<file path="src/rtl/branch_redirect_unit_pkg.sv">
// ---------------------------------------------------------------------------
// branch_redirect_unit_pkg : shared types and constants for the redirect unit
// Revision: 1.0 - initial release
// ---------------------------------------------------------------------------
`default_nettype none

package branch_redirect_unit_pkg;

  typedef enum logic {
    ST_RUN   = 1'b0,
    ST_FLUSH = 1'b1
  } bru_state_e;

  localparam logic [63:0] BRU_PC_INCR    = 64'd4;
  localparam logic [63:0] BRU_RESET_PC   = 64'h0;
  localparam logic [63:0] BRU_ALIGN_MASK = 64'hFFFF_FFFF_FFFF_FFFC;

endpackage

`default_nettype wire

</file>
<file path="src/rtl/branch_stat_counter.sv">
// ---------------------------------------------------------------------------
// branch_stat_counter : saturating event counter with synchronous reset
// Revision: 1.0 - initial release
// ---------------------------------------------------------------------------
`default_nettype none

module branch_stat_counter #(
  parameter int CNT_W = 32
) (
  input  logic             clk,
  input  logic             reset,
  input  logic             inc,
  output logic [CNT_W-1:0] count
);

  logic [CNT_W-1:0] cnt_q;
  logic [CNT_W-1:0] cnt_d;

  // Stick at all-ones so long-running debug statistics never alias to small values.
  always_comb begin
    cnt_d = cnt_q;
    if (inc && (cnt_q != {CNT_W{1'b1}})) begin
      cnt_d = cnt_q + CNT_W'(1);
    end
  end

  always_ff @(posedge clk) begin
    if (reset) begin
      cnt_q <= '0;
    end else begin
      cnt_q <= cnt_d;
    end
  end

  assign count = cnt_q;

endmodule

`default_nettype wire

</file>
<file path="src/rtl/branch_redirect_unit.sv">
// ---------------------------------------------------------------------------
// branch_redirect_unit : fetch PC owner, predict-not-taken redirect and flush
// Revision: 1.0 - initial release
// ---------------------------------------------------------------------------
`default_nettype none

module branch_redirect_unit
  import branch_redirect_unit_pkg::*;
#(
  parameter logic [63:0] RESET_PC = BRU_RESET_PC,
  parameter int          CNT_W    = 32,
  parameter logic [63:0] PC_INCR  = BRU_PC_INCR
) (
  input  logic             clk,
  input  logic             reset,
  input  logic             Stall,
  input  logic             BranchValid,
  input  logic             BranchSel,
  input  logic [63:0]      BranchTarget,
  output logic [63:0]      PC_Out,
  output logic             FlushIFID,
  output logic             FlushIDEX,
  output logic             MisalignErr,
  output logic [CNT_W-1:0] BranchCount,
  output logic [CNT_W-1:0] TakenCount
);

  bru_state_e  state_q, state_d;
  logic [63:0] pc_q, pc_d;
  logic        flush_q, flush_d;
  logic        misalign_q, misalign_d;
  logic        inc_branch;
  logic        inc_taken;

  always_comb begin
    state_d    = state_q;
    pc_d       = pc_q;
    flush_d    = 1'b0;
    misalign_d = 1'b0;
    case (state_q)
      ST_RUN: begin
        if (BranchValid && BranchSel) begin
          pc_d       = BranchTarget & BRU_ALIGN_MASK;
          flush_d    = 1'b1;
          misalign_d = (BranchTarget[1:0] != 2'b00);
          state_d    = ST_FLUSH;
        end else if (!Stall) begin
          pc_d = pc_q + PC_INCR;
        end
      end
      // Inputs here belong to instructions being killed, so they are ignored.
      ST_FLUSH: begin
        pc_d    = pc_q + PC_INCR;
        state_d = ST_RUN;
      end
    endcase
  end

  always_ff @(posedge clk) begin
    if (reset) begin
      state_q    <= ST_RUN;
      pc_q       <= RESET_PC;
      flush_q    <= 1'b0;
      misalign_q <= 1'b0;
    end else begin
      state_q    <= state_d;
      pc_q       <= pc_d;
      flush_q    <= flush_d;
      misalign_q <= misalign_d;
    end
  end

  assign inc_branch = (state_q == ST_RUN) && BranchValid;
  assign inc_taken  = inc_branch && BranchSel;

  branch_stat_counter #(.CNT_W(CNT_W)) u_branch_cnt (
    .clk   (clk),
    .reset (reset),
    .inc   (inc_branch),
    .count (BranchCount)
  );

  branch_stat_counter #(.CNT_W(CNT_W)) u_taken_cnt (
    .clk   (clk),
    .reset (reset),
    .inc   (inc_taken),
    .count (TakenCount)
  );

  assign PC_Out      = pc_q;
  assign FlushIFID   = flush_q;
  assign FlushIDEX   = flush_q;
  assign MisalignErr = misalign_q;

endmodule

`default_nettype wire

</file>
<file path="config.mk">
export PLATFORM = sky130hd
export DESIGN_NAME = branch_redirect_unit
export DESIGN_NICKNAME = d
export VERILOG_FILES = /design/src/rtl/branch_redirect_unit_pkg.sv /design/src/rtl/branch_stat_counter.sv /design/src/rtl/branch_redirect_unit.sv
export SDC_FILE = /design/constraint.sdc
export NUM_CORES = 1
export LEC_CHECK = 0
export ABC_AREA = 1
export BUFFER_PORTS_ARGS = -buffer_cell sky130_fd_sc_hd__buf_4
export CELL_PAD_IN_SITES_DETAIL_PLACEMENT = 1
export CELL_PAD_IN_SITES_GLOBAL_PLACEMENT = 1
export CORE_MARGIN = 1
export CORE_UTILIZATION = 41
export CTS_CLUSTER_DIAMETER = 80
export DETAILED_ROUTE_END_ITERATION = 10
export GPL_TIMING_DRIVEN = 0
export PLACE_DENSITY_LB_ADDON = 0.1
export SLEW_MARGIN = 20
export SYNTH_ARGS = -nofsm -noshare
export SYNTH_HDL_FRONTEND = slang
export SYNTH_SLANG_ARGS = --single-unit
export TNS_END_PERCENT = 20
</file>
<file path="constraint.sdc">
create_clock -name clk -period 3.5 [get_ports clk]
set_clock_uncertainty 0.15 [all_clocks]
set_input_delay 0.7 -clock clk [delete_from_list [all_inputs] [get_ports clk]]
set_output_delay 0.7 -clock clk [all_outputs]
set_load 0.03 [all_outputs]
</file>
# Yosys cells after proc, flatten, opt, wreduce, memory -nomap -nowiden
# Cells that the tools add are included.
# W data, S select, Z words.
[totals]
ff_bits = 131
input_bits = 69
[classes]
addsub = 3
eq_ne = 3
n_mux = 5
bitwise_logic = 2
reduce_logical = 8
[ops]
columns = ["cell", "n"]
rows = [
  ["$mux W64", 2],
  ["$pmux W64 S2", 1],
  ["$add A32 B1 Y32 const B", 2],
  ["$add A64 B3 Y64 const B", 1],
  ["$ne A32 B32 Y1 const B", 2],
  ["$logic_and A1 B1 Y1", 5],
  ["$ne A3 B3 Y1 const B", 1],
  ["$reduce_or A3 Y1", 1],
  ["$not A1 Y1", 2],
  ["$pmux W1 S2", 1],
  ["$reduce_bool A2 Y1", 1],
  ["$reduce_or A2 Y1", 1],
  ["$mux W1", 1],
]

# Longest topological paths before layout
# Gate-level depths: netlist of the first run.
[depth]
word_depth = 4
depth_mapped = 11
depth_no_buf = 11

# Hierarchy
# From an unflattened synthesis of the first run, not the netlist that was laid out.
[hier_totals]
cells_unflattened = 1598
hier_area_um2 = 9420.3
[modules_own_cells]
columns = ["module", "n_inst", "cells_each", "area_per_inst_um2"]
rows = [
  ["branch_redirect_unit", 1, 950, 5296.3],
  ["branch_stat_counter", 2, 324, 2062.0],
]

# Worst setup path after synthesis of the first run
# Ideal clock, no wire load.
[synth_path]
kind = "reg2reg"
startpoint = "reg pc_q[2], in the netlist PC_Out[2]"
endpoint = "reg pc_q[22], in the netlist PC_Out[22]"
setup_ns = 0.132
arrival_ns = 1.741
slack_ns = 1.477
path_stages_with_launch = 10
path_buffers = 0
synth_period_minus_slack_ns = 2.023
path_cell_list = "dfxtp_1 ha_1 nand2_1 nor2_4 nand2_4 nor2_8 nand2_1 xnor2_1 o21ai_0 a21oi_1"
[synth_between]
elab_chain_cells = 4
[synth_lines]
columns = ["element", "line", "rtl"]
rows = [
  ["start: declaration", "branch_redirect_unit.sv:29", "logic [63:0] pc_q, pc_d;"],
  ["start signal: assignment", "branch_redirect_unit.sv:67", "pc_q <= pc_d;"],
  ["$add A64 B3 Y64 (*)", "branch_redirect_unit.sv:48, branch_redirect_unit.sv:53", ""],
  ["$mux W64", "branch_redirect_unit.sv:47", "end else if (!Stall) begin"],
  ["$mux W64", "branch_redirect_unit.sv:42", "if (BranchValid && BranchSel) begin"],
  ["$pmux W64 S2 (*)", "branch_redirect_unit.sv:40", "case (state_q)"],
]
# Mark *: on every way between the ends. The rest lies on a longest branch, timed or not. The select of a mux whose other input is x is not followed.
# A chain may end at the register's enable or synchronous reset.

# Final worst setup path of the first run
[layout_path]
startpoint = "reg pc_q[2], in the netlist PC_Out[2]"
endpoint = "reg pc_q[52], in the netlist PC_Out[52]"
# Same word-level chain as after synthesis.

==> results.tsv, run 1 <==
stage	metric	value	unit
run_status	status	finished, final reports clean	
synth	synthesized cell area	0.00939	sq mm
cts	Clock Sinks	128	
timing	Max-slew headroom	37.4	%
place	IO buf count	196	
timing	Hold Vio Cnt, Final	0	
min_path	Hold Crit Class	input port to flop	
floorplan	Row Count	55	
synth	top cells by area, synth	dfxtp_1, nand2_1, nor2_1, a21oi_1, inv_1	
critical_path	worst setup path class	flop to flop	
grt	overall routing resource usage	34.6	%
timing	Setup Viol. Count Final	0	
routing	DR pass1 iterations	5	
grt	largest net degree at the start of global routing	17	
floorplan	core box area	0.0226	sq mm
grt	global-route wire length before repair	62.6	mm
finish	layout cell share with drive strength beyond 1	19.7	%
critical_path	Critical Path Max Stage Delay	0.49	ns
cts	clock tree buffer depth	2	
synth	syn avg cell area	5.98	sq um
timing	Tcrit/Tclk final	74.2	%
synth	post-synth cell types	46	
finish	Layout Nets	1858	
cts	post-CTS setup repair buffer count	0	
timing	Max Clk Rate	385	MHz
synth	Yosys Warn Count	0	
synth	Synth Area in Simple Gates	45.3	%
synth	Primary FF master, synth	dfxtp_1	
finish	final core occ	52.5	%
grt	vias in the first global route	11100	
power	Pwr Total	0.00419	W
floorplan	die height	153	microns
cts	CTS tree	done	
finish	Area growth syn-to-layout	26.1	%
floorplan	full die area	0.0235	sq mm
cts	later-pin clock latency in the skew report	0.44	ns
synth	Post-synth top cells	nand2_1, nor2_1, dfxtp_1	
routing	Iteration-0 DRC Markers	799	
timing	RSZ-0062 raised after global routing	false	
synth	Mapped Cells	1570	
place	GPL Wtd Cong	0.975	
job	Maximum Capacitance Violations	0	
synth	multiplexer area fraction after synthesis	0.107	%
synth	Synth top area share	27.3	%
cts	Resized cells post-CTS	0	
routing	DR WL/cell	19.4	microns
floorplan	IO Pins	200	
timing	setup TNS	0	ns
synth	flip-flop and latch count after synthesis	128	
timing	Slew Limit Fails	0	
synth	complex-gate fraction of the synthesized area	12.5	%
routing	vias per cell	5.44	
grt	total grt overflow	0	
routing	DRC violations left	0	
critical_path	Worst Setup Start Kind	flop	
cts	cts bufs inserted	17	
synth	Post-Synth XOR/XNOR Area	5.78	%
power	Pleak	4.76	nW
synth	Seq/Total Area, Yosys	27.3	%
cts	hold_buf cts	0	
timing	post-route minimum period	2.60	ns
synth	largest area contributor in the netlist	dfxtp_1	
floorplan	Die W	153	microns
synth	Post-synth ARST share	0	%
critical_path	Buffers & Inverters on Critical Path	0	
place	DPL Wire Length	31.8	mm
critical_path	worst-path fanout max	8	
power	pwr dens	354	mW/mm^2
cts	H-Tree Depth	4	
critical_path	worst path cell trace	ha_1 > nand3_1 > nor2_1 > nand2_1 > nor2_2 > nand3_1 > nand2_1 > nand3_1 > nand2_1 > a21oi_1	
power	peak supply drop	273	uV
grt	initial antenna violation count	0	
floorplan	Initial Util	41.6	%
routing	vias	11300	
critical_path	Critical Path RT	3.66	ns
cts	clock root buffer master	clkbuf_16	
timing	Worst Max-Slew Pin Slew	0.939	ns
routing	detailed-route wire length	40.5	mm
synth	main combinational cell family by area after synthesis	simple AND/OR/NAND/NOR gates	
routing	Post-DRT Antenna Nets	0	
critical_path	CP max stage cell	dfxtp_1	
finish	ANT cells	0	
synth	most frequent cell after synthesis	nand2_1	
synth	Synth Area in Adders	0.400	%
critical_path	Worst setup EP type	flop	
critical_path	critical path's top delay family	simple AND/OR/NAND/NOR gates	
critical_path	CP arrival	2.76	ns
cts	CTS clk-pin slew, worst paths	0.07	ns
synth	Post-synth EDFFs	0	
finish	fillcell total	3169	
[flip-flops by register name, summed over array words and instances (netlist names)]
register / flops
PC_Out: 62
u_branch_cnt.count: 32
u_taken_cnt.count: 32
MisalignErr: 1
state_q: 1
[layout make-up]
| cell class | count | area [sq um] | share of cell area (%) |
|---|---|---|---|
| clock buffers | 20 | 467 | 3.94 |
| plain buffers | 54 | 334 | 2.82 |
| flip-flops and latches | 128 | 2560 | 21.6 |
| clock inverters | 11 | 153 | 1.29 |
| inverters | 126 | 475 | 4.01 |
| multi-input cells | 1263 | 6020 | 50.9 |
| well taps | 285 | 357 | 3.01 |
| repair buffers | 196 | 1470 | 12.4 |
[final timing paths]
path	slack (ns)	cells past startpoint	end	start
max	0.90	10	PC_Out[52]	PC_Out[2]
min	0.32	2	MisalignErr	BranchTarget[0]
max reg2reg	0.90	10	PC_Out[52]	PC_Out[2]
min reg2reg	0.36	2	u_taken_cnt.count[29]	u_taken_cnt.count[29]
[power breakdown]
group / total [W] / switching [W] / leakage (nW) / internal (W)
clock network: 0.00199 / 0.000812 / 0.296 / 0.00118
registers: 0.00159 / 0.0000862 / 1.04 / 0.00150
logic: 0.000609 / 0.000390 / 3.42 / 0.000219
total: 0.00419 / 0.00129 / 4.76 / 0.00291
[worst reg2reg max path, stage by stage, from the launching register on]
cell and delay [ns]:
dfxtp_1 0.49, ha_1 0.25, nand3_1 0.19, nor2_1 0.26
nand2_1 0.29, nor2_2 0.39, nand3_1 0.14, nand2_1 0.09
nand3_1 0.08, nand2_1 0.09, a21oi_1 0.06
[cells in the final DEF (no fill, tap or decap), drive strengths merged]
master	n
ha	3
nand3	74
a211oi	1
conb	2
nand4	18
inv	127
xnor2	20
bufinv	3
clkbuf	46
nor3	39
clkinv	4
o21a	1
or2	4
nor3b	1
buf	224
o21bai	3
dfxtp	128
o31ai	3
mux2i	1
nor2	276
nand3b	10
clkinvlp	3
nand2	561
xor2	42
a21oi	129
and2	1
o21ai	74
[per-stage QoR]
| step | hold WS [ns] | worst slack, ns | instance area [sq um] | instances |
|---|---|---|---|---|
| global route | 0.329 | 0.769 | 11800 | 2083 |
| global placement | 0.341 | 0.797 | 11200 | 2052 |
| detailed placement | 0.349 | 0.719 | 11200 | 2052 |
| finish | 0.315 | 0.902 | 11800 | 2083 |
| floorplan | 0.461 | 1.48 | 9400 | 1571 |
| CTS | 0.322 | 0.996 | 11800 | 2083 |
[metal layers]
metal,vias up,routed length [microns],GRT usage (%)
li1,5394,-,-
met1,5434,18700,47.7
met2,441,18000,54.6
met3,53,3130,6.80
met4,0,670,9.38
met5,-,0,0
[logic make-up (layout without fill, tap and decap cells)]
group,Yosys count,count (layout)
AO/OA/AOI/OAI,211,211
XOR/XNOR,62,62
adder cells (fa/ha/maj),3,3
AND/OR/NAND/NOR,984,984
multiplexers,1,1
buffers and inverters,180,407
flip-flops,128,128
other,1,2
No activity file was read; power rests on OpenSTA's default activity.
==> run 2: changes to the inputs <==
--- a/config.mk
+++ b/config.mk
@@ -10,7 +10,7 @@
 export CELL_PAD_IN_SITES_DETAIL_PLACEMENT = 1
 export CELL_PAD_IN_SITES_GLOBAL_PLACEMENT = 1
 export CORE_MARGIN = 1
-export CORE_UTILIZATION = 41
+export CORE_UTILIZATION = 38
 export CTS_CLUSTER_DIAMETER = 80
 export DETAILED_ROUTE_END_ITERATION = 10
 export GPL_TIMING_DRIVEN = 0
==> constraint.sdc (replaced) <==
create_clock -name clk -period 2.4 [get_ports clk]
set_clock_uncertainty 0.15 [all_clocks]
set_input_delay 0.48 -clock clk [delete_from_list [all_inputs] [get_ports clk]]
set_output_delay 0.48 -clock clk [all_outputs]
set_load 0.03 [all_outputs]
==> results.tsv, run 2 (synthesis gave the netlist of run 1 again) <==
stage	metric	value	unit	change
run_status	status	finished, final reports clean		
floorplan	core box area	0.0242	sq mm	+7.4%
power	Pwr Total	0.00592	W	+41%
grt	vias in the first global route	11100		+0.14%
cts	clock root buffer master	clkbuf_16		
finish	ANT cells	0		unchanged
grt	initial antenna violation count	0		unchanged
critical_path	CP max stage cell	dfxtp_1		
cts	CTS tree	done		
cts	cts bufs inserted	17		unchanged
power	peak supply drop	345	uV	+26%
critical_path	worst-path fanout max	5		-3
cts	later-pin clock latency in the skew report	0.43	ns	about the same
timing	Max Clk Rate	436	MHz	+13%
floorplan	full die area	0.0254	sq mm	+7.8%
timing	setup TNS	0	ns	unchanged
power	pwr dens	498	mW/mm^2	+41%
finish	Area growth syn-to-layout	26.5	%	
cts	Clock Sinks	128		unchanged
routing	vias	11200		-1.1%
min_path	Hold Path Depth	2		unchanged
finish	layout cell share with drive strength beyond 1	20.3	%	+0.57 points
critical_path	worst path cell trace	nand2_1 > nor2_1 > nand2_1 > nor2_1 > nand2_1 > o21ai_0 > nand3_1 > nand2_1 > a21oi_1		
critical_path	Worst setup EP type	flop		
routing	Post-DRT Antenna Nets	0		unchanged
routing	DR pass1 iterations	5		unchanged
timing	Worst Max-Slew Pin Slew	0.868	ns	-0.0715 ns
cts	hold_buf cts	0		unchanged
critical_path	worst setup path class	flop to flop		
power	Pleak	4.75	nW	-0.15%
routing	Iteration-0 DRC Markers	714		-11%
timing	fin worst setup slack	0.107	ns	-0.795 ns
grt	total grt overflow	0		unchanged
timing	Setup Viol. Count Final	0		unchanged
place	GPL Wtd Cong	0.954		-2.2%
critical_path	most frequent CP cell	nand2_1		
floorplan	Die W	159	microns	+3.8%
critical_path	CP arrival	2.43	ns	-0.33 ns
critical_path	R2R depth	9		-1
finish	max FFs per register	62		unchanged
finish	commonest non-fill, non-tap cell in the layout	nand2_1		
critical_path	Buffers & Inverters on Critical Path	0		unchanged
grt	largest net degree at the start of global routing	17		unchanged
critical_path	Critical Path RT	2.54	ns	-1.12 ns
finish	final core occ	49.0	%	-3.5 points
critical_path	WP depth	9		-1
critical_path	Worst Setup Start Kind	flop		
critical_path	Critical Path Max Stage Delay	0.47	ns	-0.02 ns
floorplan	Row Count	57		+3.6%
cts	H-Tree Depth	4		unchanged
cts	post-CTS setup repair buffer count	0		unchanged
place	dpl cell area	0.0113	sq mm	+0.43%
place	IO buf count	196		unchanged
grt	global-route wire length before repair	63.1	mm	+0.83%
finish	most frequent cells in the layout	nand2_1, nor2_1, buf_4, dfxtp_1, inv_1		
timing	Hold Vio Cnt, Final	0		unchanged
finish	Layout Nets	1858		unchanged
place	Place WS	-0.171	ns	-0.890 ns
timing	RSZ-0062 raised after global routing	false		
timing	Tcrit/Tclk final	95.6	%	+21 points
critical_path	critical path's top delay family	simple AND/OR/NAND/NOR gates		
place	DPL Wire Length	32.1	mm	+0.82%
timing	Max-slew headroom	42.2	%	+4.8 points
routing	DRC violations left	0		unchanged
grt	overall routing resource usage	32.1	%	-2.5 points
cts	CTS clk-pin slew, worst paths	0.06	ns	about the same
routing	DR WL/cell	19.0	microns	-2.0%
timing	post-route minimum period	2.29	ns	-0.305 ns
routing	detailed-route wire length	40.4	mm	-0.26%
floorplan	die height	159	microns	+3.8%
routing	vias per cell	5.28		-2.9%
floorplan	IO Pins	200		unchanged
cts	clock tree buffer depth	2		unchanged
finish	final instance area	0.0119	sq mm	+0.35%
job	Maximum Capacitance Violations	0		unchanged
floorplan	Initial Util	38.7	%	-2.9 points
min_path	Hold Crit Class	input port to flop		
timing	Slew Limit Fails	0		unchanged
-- run 2: per-layer routing --
metal / part of all wire [%] / up-vias / GRT usage, % / routed length (microns)
met5: 0 / - / 0 / 0
met1: 48 / 5403 / 45.4 / 19400
li1: - / 5395 / - / -
met4: 2.5 / 0 / 9.83 / 1020
met2: 43 / 334 / 49.7 / 17400
met3: 6.4 / 61 / 5.21 / 2580
-- run 2: worst register-to-register path: cells and delay by family (launching register included) --
kind             cells  cell delay (ns)
AND/OR/NAND/NOR      7             1.26
AO/OA/AOI/OAI        2             0.26
flip-flops           1             0.47
-- run 2: path summary, 6_finish.rpt --
path	start	to	slack, ns
worst max-delay path	PC_Out[21]	PC_Out[62]	0.11
worst min-delay path	BranchTarget[0]	MisalignErr	0.09
worst max register to register	PC_Out[21]	PC_Out[62]	0.11
worst min register to register	u_branch_cnt.count[25]	u_branch_cnt.count[25]	0.36
-- run 2: area by class of cell --
| cell class | instances | area, sq um |
|---|---|---|
| buffer | 54 | 338 |
| clock buffer | 19 | 453 |
| clock inverter | 11 | 131 |
| fill | 3406 | 12400 |
| inverter | 126 | 475 |
| multi-input combinational | 1263 | 6050 |
| sequential | 128 | 2560 |
| tap | 324 | 405 |
| timing repair buffer | 196 | 1470 |
-- run 2: what timing repair did --
| item | 4_1_cts | 5_1_grt |
|---|---|---|
| resized for setup | 3 | 10 |
| setup endpoints to repair | 11 | 18 |
| pin swaps | 0 | 1 |
-- run 2: through the flow --
stage                     instances  hold slack, ns
after global placement         2091           0.340
after floorplan                1571           0.440
after detailed placement       2091           0.355
final                          2121          0.0943
after CTS                      2121          0.0894
after global routing           2121          0.0966
-- run 2: report_power, final --
| part | internal (W) | switching [W] |
|---|---|---|
| sequential | 0.00219 | 0.000125 |
| combinational | 0.000321 | 0.000564 |
| clock | 0.00159 | 0.00113 |
| total | 0.00410 | 0.00181 |
==> run 3: changes to the inputs <==
--- a/config.mk
+++ b/config.mk
@@ -10,7 +10,8 @@
 export CELL_PAD_IN_SITES_DETAIL_PLACEMENT = 1
 export CELL_PAD_IN_SITES_GLOBAL_PLACEMENT = 1
 export CORE_MARGIN = 1
-export CORE_UTILIZATION = 38
+export CORE_UTILIZATION = 39
+export CTS_BUF_LIST = sky130_fd_sc_hd__clkbuf_4 sky130_fd_sc_hd__clkbuf_8
 export CTS_CLUSTER_DIAMETER = 80
 export DETAILED_ROUTE_END_ITERATION = 10
 export GPL_TIMING_DRIVEN = 0
==> results.tsv, run 3 (synthesis gave the netlist of run 1 again) <==
stage	metric	value	unit	change
run_status	status	finished, final reports clean		
routing	Iteration-0 DRC Markers	858		+20%
critical_path	CP max stage cell	dfxtp_1		
floorplan	die height	157	microns	-1.3%
timing	Hold Vio Cnt, Final	0		unchanged
critical_path	most frequent CP cell	nand2_1		
timing	post-route minimum period	2.38	ns	+0.0897 ns
floorplan	Initial Util	39.9	%	+1.2 points
cts	post-CTS setup repair buffer count	0		unchanged
critical_path	worst-path fanout max	10		+5
place	Place WS	-0.112	ns	+0.0591 ns
routing	Post-DRT Antenna Nets	0		unchanged
routing	vias	11200		+0.50%
timing	Setup Viol. Count Final	0		unchanged
routing	detailed-route wire length	40.3	mm	-0.15%
timing	Max Clk Rate	420	MHz	-3.8%
grt	largest net degree at the start of global routing	17		unchanged
floorplan	full die area	0.0247	sq mm	-2.5%
cts	clock tree buffer depth	2		unchanged
power	peak supply drop	312	uV	-9.4%
routing	DR pass1 iterations	5		unchanged
critical_path	CP arrival	2.64	ns	+0.21 ns
place	DPL Wire Length	32.2	mm	+0.31%
routing	vias per cell	5.31		+0.64%
floorplan	IO Pins	200		unchanged
job	Maximum Capacitance Violations	0		unchanged
critical_path	Worst setup EP type	flop		
critical_path	worst path cell trace	nor2_4 > nand2_2 > buf_6 > nand4_1 > nor2_1 > nand2_1 > o21ai_0 > nand2_1 > a21oi_1		
power	pwr dens	449	mW/mm^2	-9.7%
floorplan	Die W	157	microns	-1.3%
min_path	WHS Endpoint	MisalignErr		
min_path	min-delay src	BranchTarget[0]		
timing	Worst Hold Slack	0.0725	ns	-0.0218 ns
min_path	Hold Path Depth	2		unchanged
timing	RSZ-0062 raised after global routing	true		
cts	clock root buffer master	clkbuf_8		
grt	vias in the first global route	10800		-2.7%
floorplan	Row Count	56		-1.8%
place	GPL Wtd Cong	0.962		+0.76%
cts	CTS tree	done		
min_path	Hold Crit Class	input port to flop		
finish	layout cell share with drive strength beyond 1	20.4	%	+0.14 points
floorplan	core box area	0.0235	sq mm	-2.9%
finish	ANT cells	0		unchanged
finish	max FFs per register	62		unchanged
finish	commonest non-fill, non-tap cell in the layout	nand2_1		
timing	Max-slew headroom	42.9	%	+0.71 points
routing	DR WL/cell	19.0	microns	about the same
cts	Clock Sinks	128		unchanged
timing	Tcrit/Tclk final	99.3	%	+3.7 points
critical_path	R2R setup slack	0.02	ns	-0.09 ns
finish	most frequent cells in the layout	nand2_1, nor2_1, buf_4, dfxtp_1, inv_1		
grt	overall routing resource usage	32.9	%	+0.84 points
power	Pleak	4.68	nW	-1.5%
timing	fin worst setup slack	0.0170	ns	-0.0897 ns
cts	CTS clk-pin slew, worst paths	0.09	ns	+0.03 ns
critical_path	worst setup path class	flop to flop		
grt	global-route wire length before repair	61.4	mm	-2.8%
timing	Slew Limit Fails	0		unchanged
timing	Worst Max-Slew Pin Slew	0.857	ns	-0.0107 ns
finish	Layout Nets	1858		unchanged
grt	initial antenna violation count	1		+1
finish	Area growth syn-to-layout	24.6	%	
critical_path	R2R depth	9		unchanged
place	IO buf count	196		unchanged
cts	cts bufs inserted	17		unchanged
cts	later-pin clock latency in the skew report	0.49	ns	+0.06 ns
critical_path	Worst Setup Start Kind	flop		
cts	H-Tree Depth	4		unchanged
grt	total grt overflow	0		unchanged
finish	fillcell total	3334		-2.1%
critical_path	Critical Path RT	2.65	ns	+0.11 ns
critical_path	Worst R2R End	PC_Out[40]		
critical_path	Critical Path Max Stage Delay	0.49	ns	+0.02 ns
routing	DRC violations left	0		unchanged
critical_path	worst r2r src	state_q		
## run 3: cell count changes in the layout (fill, tap and decap cells not counted), sizes merged
cell / before / now
clkbuf: 45 / 46
buf: 224 / 223
inv: 127 / 129
clkinv: 5 / 7
clkinvlp: 3 / 1
## run 3: stage by stage
| stage | util, % | area (sq um) | total power [W] | TNS (ns) | cells |
|---|---|---|---|---|---|
| 4_1_cts | 49.6 | 11700 | 0.00527 | 0 | 2118 |
| 6_report | 49.7 | 11700 | 0.00526 | 0 | 2118 |
| 5_1_grt | 49.7 | 11700 | 0.00544 | -0.0277 | 2118 |
| 2_1_floorplan | - | 9400 | 0.00284 | 0 | 1571 |
| 3_5_place_dp | 47.9 | 11300 | 0.00324 | -1.28 | 2086 |
| 3_3_place_gp | 47.9 | 11300 | 0.00322 | -0.684 | 2086 |
## run 3: critical path: cells and delay by family, from the launching register on
family                 cells  cell delay [ns]
buffers and inverters      1             0.19
and+or+nand+nor            6             1.08
DFF                        1             0.49
AOI/OAI and AO/OA          2             0.40
## run 3: report_power, final
part | switching, W | total, W | internal, W
Combinational | 0.000566 | 0.000887 | 0.000320
Clock | 0.00107 | 0.00205 | 0.000983
Sequential | 0.000125 | 0.00232 | 0.00219
Total | 0.00176 | 0.00526 | 0.00350
## run 3: worst max path at each step
stage	startpoint	end	slack, ns
floorplan	PC_Out[2]	PC_Out[22]	0.38
global placement	Stall	PC_Out[47]	-0.07
detailed placement	Stall	PC_Out[38]	-0.11
CTS	state_q	PC_Out[41]	0.05
global route	PC_Out[3]	PC_Out[52]	-0.03
finish	state_q	PC_Out[40]	0.02
## run 3: final cells by class
cell class / count / area [sq um] / share of cell area (%)
well taps: 319 / 399 / 3.41
inverters: 126 / 475 / 4.06
multi-input cells: 1263 / 6040 / 51.7
clock inverters: 13 / 151 / 1.29
flip-flops and latches: 128 / 2560 / 21.9
plain buffers: 54 / 338 / 2.89
clock buffers: 19 / 255 / 2.18
repair buffers: 196 / 1470 / 12.6
## run 3: per-layer routing
metal | track usage [%] | wire (microns)
met3 | 5.62 | 2570
met4 | 7.72 | 661
met1 | 47.0 | 19200
met5 | 0 | 13
met2 | 51.1 | 17900
## run 3: repair_timing
action	4_1_cts	5_1_grt
gates resized for setup	4	9
endpoints found under the setup margin	5	21
cloned	0	0
hold buffers	0	0
